[src/rtl/game_timer.sv]
// ----------------------------------------------------------------------------
// game_timer
//   Game stopwatch with count-up / count-down modes, pause, a fixed time
//   limit and a time-up flag. A prescaler divides clk down to hundredths of
//   a second; the value is kept as {seconds, hundredths}.
//
// Parameters
//   CLK_FREQ_HZ  clk frequency; DIV = CLK_FREQ_HZ/100 cycles per hundredth
//   LIMIT_SEC    time limit in whole seconds (1 <= LIMIT_SEC < 2**SEC_W)
//   SEC_W        width of the seconds output
//   COUNT_DOWN   0: 0.00 -> LIMIT_SEC.00, 1: LIMIT_SEC.00 -> 0.00
//
// Ports
//   clk             in   system clock
//   rst             in   asynchronous, active-high reset
//   start           in   1-cycle pulse: reload the initial value and run
//   pause           in   level: freeze counting while high
//   stop            in   1-cycle pulse: halt and hold the current value
//   running         out  high in RUN
//   time_up         out  high in EXPIRED
//   tick_hundredth  out  1-cycle pulse aligned with each value update
//   seconds         out  current seconds
//   hundredths      out  current hundredths (0..99)
// ----------------------------------------------------------------------------
module game_timer #(
    parameter int CLK_FREQ_HZ = 65_000_000,
    parameter int LIMIT_SEC   = 60,
    parameter int SEC_W       = 6,
    parameter int COUNT_DOWN  = 0
) (
    input  logic             clk,
    input  logic             rst,
    input  logic             start,
    input  logic             pause,
    input  logic             stop,
    output logic             running,
    output logic             time_up,
    output logic             tick_hundredth,
    output logic [SEC_W-1:0] seconds,
    output logic [6:0]       hundredths
);

    localparam int DIV   = CLK_FREQ_HZ / 100;
    localparam int PRE_W = $clog2(DIV);
    localparam int VAL_W = SEC_W + 7;

    localparam logic [PRE_W-1:0] PRE_MAX  = PRE_W'(DIV - 1);
    localparam logic [PRE_W-1:0] PRE_ONE  = PRE_W'(1);
    localparam logic [PRE_W-1:0] PRE_ZERO = {PRE_W{1'b0}};

    localparam logic [SEC_W-1:0] SEC_ZERO = {SEC_W{1'b0}};
    localparam logic [SEC_W-1:0] SEC_ONE  = SEC_W'(1);
    localparam logic [SEC_W-1:0] LIMIT    = SEC_W'(LIMIT_SEC);
    localparam logic [SEC_W-1:0] SEC_INIT = (COUNT_DOWN != 0) ? LIMIT : SEC_ZERO;

    localparam logic [6:0] HUND_ZERO = 7'd0;
    localparam logic [6:0] HUND_ONE  = 7'd1;
    localparam logic [6:0] HUND_MAX  = 7'd99;

    localparam logic [2:0] S_IDLE    = 3'd0;
    localparam logic [2:0] S_RUN     = 3'd1;
    localparam logic [2:0] S_PAUSED  = 3'd2;
    localparam logic [2:0] S_STOPPED = 3'd3;
    localparam logic [2:0] S_EXPIRED = 3'd4;

    logic [2:0]       state_r;
    logic [2:0]       state_s;
    logic [PRE_W-1:0] presc_r;
    logic [PRE_W-1:0] presc_s;
    logic [SEC_W-1:0] sec_r;
    logic [SEC_W-1:0] sec_s;
    logic [6:0]       hund_r;
    logic [6:0]       hund_s;
    logic             tick_s;
    logic             running_r;
    logic             time_up_r;
    logic             tick_r;
    logic [VAL_W-1:0] step_val_s;

    // Advance {seconds, hundredths} by one hundredth in the configured direction.
    function automatic logic [VAL_W-1:0] step_value(input logic [SEC_W-1:0] s,
                                                    input logic [6:0]       h);
        logic [VAL_W-1:0] r;
        if (COUNT_DOWN != 0) begin
            if (h == HUND_ZERO) begin
                r = {s - SEC_ONE, HUND_MAX};
            end else begin
                r = {s, h - HUND_ONE};
            end
        end else begin
            if (h == HUND_MAX) begin
                r = {s + SEC_ONE, HUND_ZERO};
            end else begin
                r = {s, h + HUND_ONE};
            end
        end
        return r;
    endfunction

    // True when a freshly stepped value is the terminal value of the run.
    function automatic logic is_final(input logic [VAL_W-1:0] v);
        logic f;
        if (COUNT_DOWN != 0) begin
            f = (v == {SEC_ZERO, HUND_ZERO});
        end else begin
            f = (v == {LIMIT, HUND_ZERO});
        end
        return f;
    endfunction

    // Candidate value one hundredth on from the current one.
    always_comb begin
        step_val_s = step_value(sec_r, hund_r);
    end

    // Next-state, prescaler and value logic; priority start > stop > pause.
    always_comb begin
        state_s = state_r;
        presc_s = presc_r;
        sec_s   = sec_r;
        hund_s  = hund_r;
        tick_s  = 1'b0;
        if (start) begin
            presc_s = PRE_ZERO;
            sec_s   = SEC_INIT;
            hund_s  = HUND_ZERO;
            state_s = pause ? S_PAUSED : S_RUN;
        end else begin
            case (state_r)
                S_IDLE: begin
                    sec_s  = SEC_ZERO;
                    hund_s = HUND_ZERO;
                end
                S_RUN: begin
                    if (stop) begin
                        state_s = S_STOPPED;
                    end else if (pause) begin
                        // Leave the prescaler untouched so the partial
                        // hundredth survives the pause.
                        state_s = S_PAUSED;
                    end else if (presc_r == PRE_MAX) begin
                        presc_s = PRE_ZERO;
                        {sec_s, hund_s} = step_val_s;
                        tick_s  = 1'b1;
                        // Expiry lands on the same edge as the final step.
                        state_s = is_final(step_val_s) ? S_EXPIRED : S_RUN;
                    end else begin
                        presc_s = presc_r + PRE_ONE;
                    end
                end
                S_PAUSED: begin
                    if (stop) begin
                        state_s = S_STOPPED;
                    end else if (!pause) begin
                        state_s = S_RUN;
                    end else begin
                        state_s = S_PAUSED;
                    end
                end
                S_STOPPED, S_EXPIRED: begin
                    state_s = state_r;
                end
                default: begin
                    // Unreachable encodings recover to a clean idle.
                    state_s = S_IDLE;
                    presc_s = PRE_ZERO;
                    sec_s   = SEC_ZERO;
                    hund_s  = HUND_ZERO;
                end
            endcase
        end
    end

    // State, counters and registered status flags.
    always_ff @(posedge clk or posedge rst) begin
        if (rst) begin
            state_r   <= S_IDLE;
            presc_r   <= PRE_ZERO;
            sec_r     <= SEC_ZERO;
            hund_r    <= HUND_ZERO;
            running_r <= 1'b0;
            time_up_r <= 1'b0;
            tick_r    <= 1'b0;
        end else begin
            state_r   <= state_s;
            presc_r   <= presc_s;
            sec_r     <= sec_s;
            hund_r    <= hund_s;
            running_r <= (state_s == S_RUN);
            time_up_r <= (state_s == S_EXPIRED);
            tick_r    <= tick_s;
        end
    end

    assign running        = running_r;
    assign time_up        = time_up_r;
    assign tick_hundredth = tick_r;
    assign seconds        = sec_r;
    assign hundredths     = hund_r;

endmodule

[config.mk]
export PLATFORM = sky130hd
export DESIGN_NAME = game_timer
export DESIGN_NICKNAME = d
export VERILOG_FILES = /design/src/rtl/game_timer.sv
export SDC_FILE = /design/constraint.sdc
export NUM_CORES = 1
export LEC_CHECK = 0
export ABC_AREA = 1
export CAP_MARGIN = 25
export CORE_ASPECT_RATIO = 1.75
export CORE_MARGIN = 2
export CORE_UTILIZATION = 62
export CTS_CLUSTER_SIZE = 12
export DETAILED_ROUTE_END_ITERATION = 12
export GPL_TIMING_DRIVEN = 0
export MAX_ROUTING_LAYER = met4
export PLACE_DENSITY = 0.9
export SETUP_SLACK_MARGIN = 0.5
export SKIP_CTS_REPAIR_TIMING = 1
export SLEW_MARGIN = 25
export SYNTH_ARGS = -nofsm -noshare
export SYNTH_HDL_FRONTEND = slang
export SYNTH_SLANG_ARGS = --single-unit
[constraint.sdc]
create_clock -name clk -period 3.4 [get_ports clk]
set_input_delay 1.02 -clock clk [delete_from_list [all_inputs] [get_ports clk]]
set_output_delay 1.02 -clock clk [all_outputs]
set_load 0.1 [all_outputs]
==> qor.csv <==
metric;value;unit
worst reg2reg path depth;16;
CP Capture Point;seconds[4];
clock buffer depth;2;
register area share after synthesis;39.0;%
worst hold path class;register to register;
Slowest cell on crit path;clkdlybuf4s50_1;
max-slew headroom at the worst pin;35.0;%
Routed WL;5.71;mm
max incr delay on CP;1.15;ns
cell area after synthesis;0.00250;mm²
Hold WS;0.509;ns
GPL Wtd Cong;0.974;
Setup Slack @ Placement;0.545;ns
largest net degree at the start of global routing;31;
TritonCTS clock tree;yes;
row count;30;
simple-gate portion of the synthesized area;34.8;%
crit path cell chain;clkdlybuf4s50_1;
DR WL/cell;14.8;µm
status;finished, final reports clean;
Synth area leaders;dfrtp_1 39%, nand2_1 8.5%, inv_1 5.5%, nand3_1 4.2%, nor2_1 4.2%;
worst skew pair latency;0.30;ns
setup TNS;0;ns
crit path launch;seconds[4];
post-synthesis mux area share;0;%
Worst path depth;1;
Mapped Cells;309;
syn_area_per_cell;8.10;µm²
final hold vios;0;
Worst EP arrival;1.84;ns
first-pass GRT wire length;9.45;mm
minimum clock period after layout;2.86;ns
diode count;0;
max-slew violation count;0;
gr ovfl total;0;
count leader, synth;nand2_1;
detailed placer's ending HPWL;4.38;mm
crit-path max FO;4;
Die Y-Extent;88.0;µm
layout cells sized above 1;22.2;%
DR vias;2253;
# setup viols final;0;
total I/O pin count;21;
Placeable Area;0.00387;mm²
Buffers on Ports;20;
post-synthesis compound-gate area fraction;13.5;%
synth cell count leaders;57 x nand2_1, 39 x dfrtp_1, 37 x inv_1, 28 x nor2_1, 21 x nand3_1;
EDFF count, synth;0;
critical path's top delay family;buffers and inverters;
initial DRC count;80;
CTS Sinks;39;
post-synthesis xor/xnor area fraction;1.75;%
area grow syn2layout;15.5;%
LEAKAGE;1.47;nW
Worst Skew;0.0114;ns
via density per instance;5.84;
Routed Antenna Nets;0;
Max-Cap Viols;0;
flops & latches, synth;39;
fmax;350;MHz
period utilization;84.0;%
final setup margin;0.543;ns
Adder-Cell Fraction of Synth Area;1.50;%
syn nets;317;
Worst setup EP type;output pin;
Fill cells;278;
RR Startpoint;hundredths[0];
largest vdd supply drop;0.373;mV
initial antenna violation count;0;
Worst-path clk slew;0.07;ns
nets@finish;345;
ys flop type;dfrtp_1;
die area;0.00458;mm²
clock root buffer;clkbuf_8;
Worst Path Required;2.38;ns
worst-margin pin slew;0.974;ns
Post-route DRC;0;
Reg2Reg Capture Point;state_r[0];
Synth top area share;39.0;%
initial core utilization;64.7;%
Buf/Inv on CP;1;
Netlist cell types;39;
register-to-register setup slack;1.30;ns
fraction of registers with async set/reset;100;%
vias in the first global route;2288;
unrepaired setup endpoints after global routing;false;
CTS Buf Count;5;
area leader, netlist;dfrtp_1;
WS Path Type;register to output pin;
H-tree depth;2;
Startpoint Class;register;
warnings from Yosys;0;
largest family of logic cells by synthesized area;simple AND/OR/NAND/NOR gates;
Tot GR Track Use;28.5;%
die width;52.0;µm
Power Density;319;mW/mm²
Pre-antenna DRT Iters;4;
-- flip-flops by register name, summed over array words and instances (netlist names) --
register,cells
state_r,3
presc_r,20
running,1
seconds,6
tick_hundredth,1
time_up,1
hundredths,7
-- metrics by stage --
step	area (µm²)	utilization, %	power (mW)	std cells
after floorplan	2500	-	0.587	309
after global placement	2760	71.5	0.616	377
after detailed placement	2780	72.0	0.624	378
after CTS	2870	74.1	0.927	386
after global routing	2890	74.8	0.958	386
final	2890	74.8	0.922	386
-- where the power goes --
part,total (mW),switching (mW),internal (mW)
clock network,0.306,0.166,0.140
logic,0.141,0.0970,0.0441
registers,0.475,0.00597,0.469
total,0.922,0.269,0.654
-- worst min-delay path by stage --
stage	end	startpoint	depth (start not counted)	slack, ns
6_report	presc_r[1]	presc_r[1]	2	0.51
5_1_grt	presc_r[1]	presc_r[1]	2	0.55
4_1_cts	presc_r[1]	presc_r[1]	2	0.52
3_5_place_dp	presc_r[1]	presc_r[1]	2	0.50
3_3_place_gp	presc_r[1]	presc_r[1]	2	0.50
2_1_floorplan	presc_r[1]	presc_r[1]	2	0.47
-- layout make-up --
class	instances	area, µm²	area share (%)
clock buffer	5	68.8	2.38
buffer	6	57.6	1.99
timing repair buffer	21	245	8.48
multi-input combinational	216	1290	44.6
sequential	39	976	33.8
tap	48	60.1	2.08
inverter	48	180	6.23
clock inverter	3	15.0	0.519
-- layout by cell type, fill, tap and decap left out, types with 4 or more instances in the layout --
master / instances
a21oi_1: 18
nand2_1: 57
nand3_1: 21
nand2_2: 14
inv_1: 36
clkdlybuf4s50_1: 10
inv_2: 12
clkbuf_8: 5
nand4_1: 7
nor3_1: 4
dfrtp_1: 39
o22ai_1: 5
o21ai_1: 6
xor2_1: 4
nor2_2: 6
o22ai_2: 7
buf_6: 4
o21a_1: 4
nor2_1: 28
dlymetal6s2s_1: 10
nand3_2: 6
-- routing by layer --
layer	global-route usage, %	up-vias	part of all wire, %
li1	-	1064	-
met1	25.5	1061	34
met2	51.7	98	56
met3	5.46	30	4.8
met4	19.1	0	5.0
met5	-	-	0
-- kinds of logic after synthesis --
| group | Yosys count |
|---|---|
| xor gates and xnor gates | 5 |
| buffers and inverters | 54 |
| and+or+nand+nor | 160 |
| adders and majority gates | 3 |
| AOI/OAI and AO/OA | 48 |
| DFF | 39 |
Power figures use the tool's default switching activity.
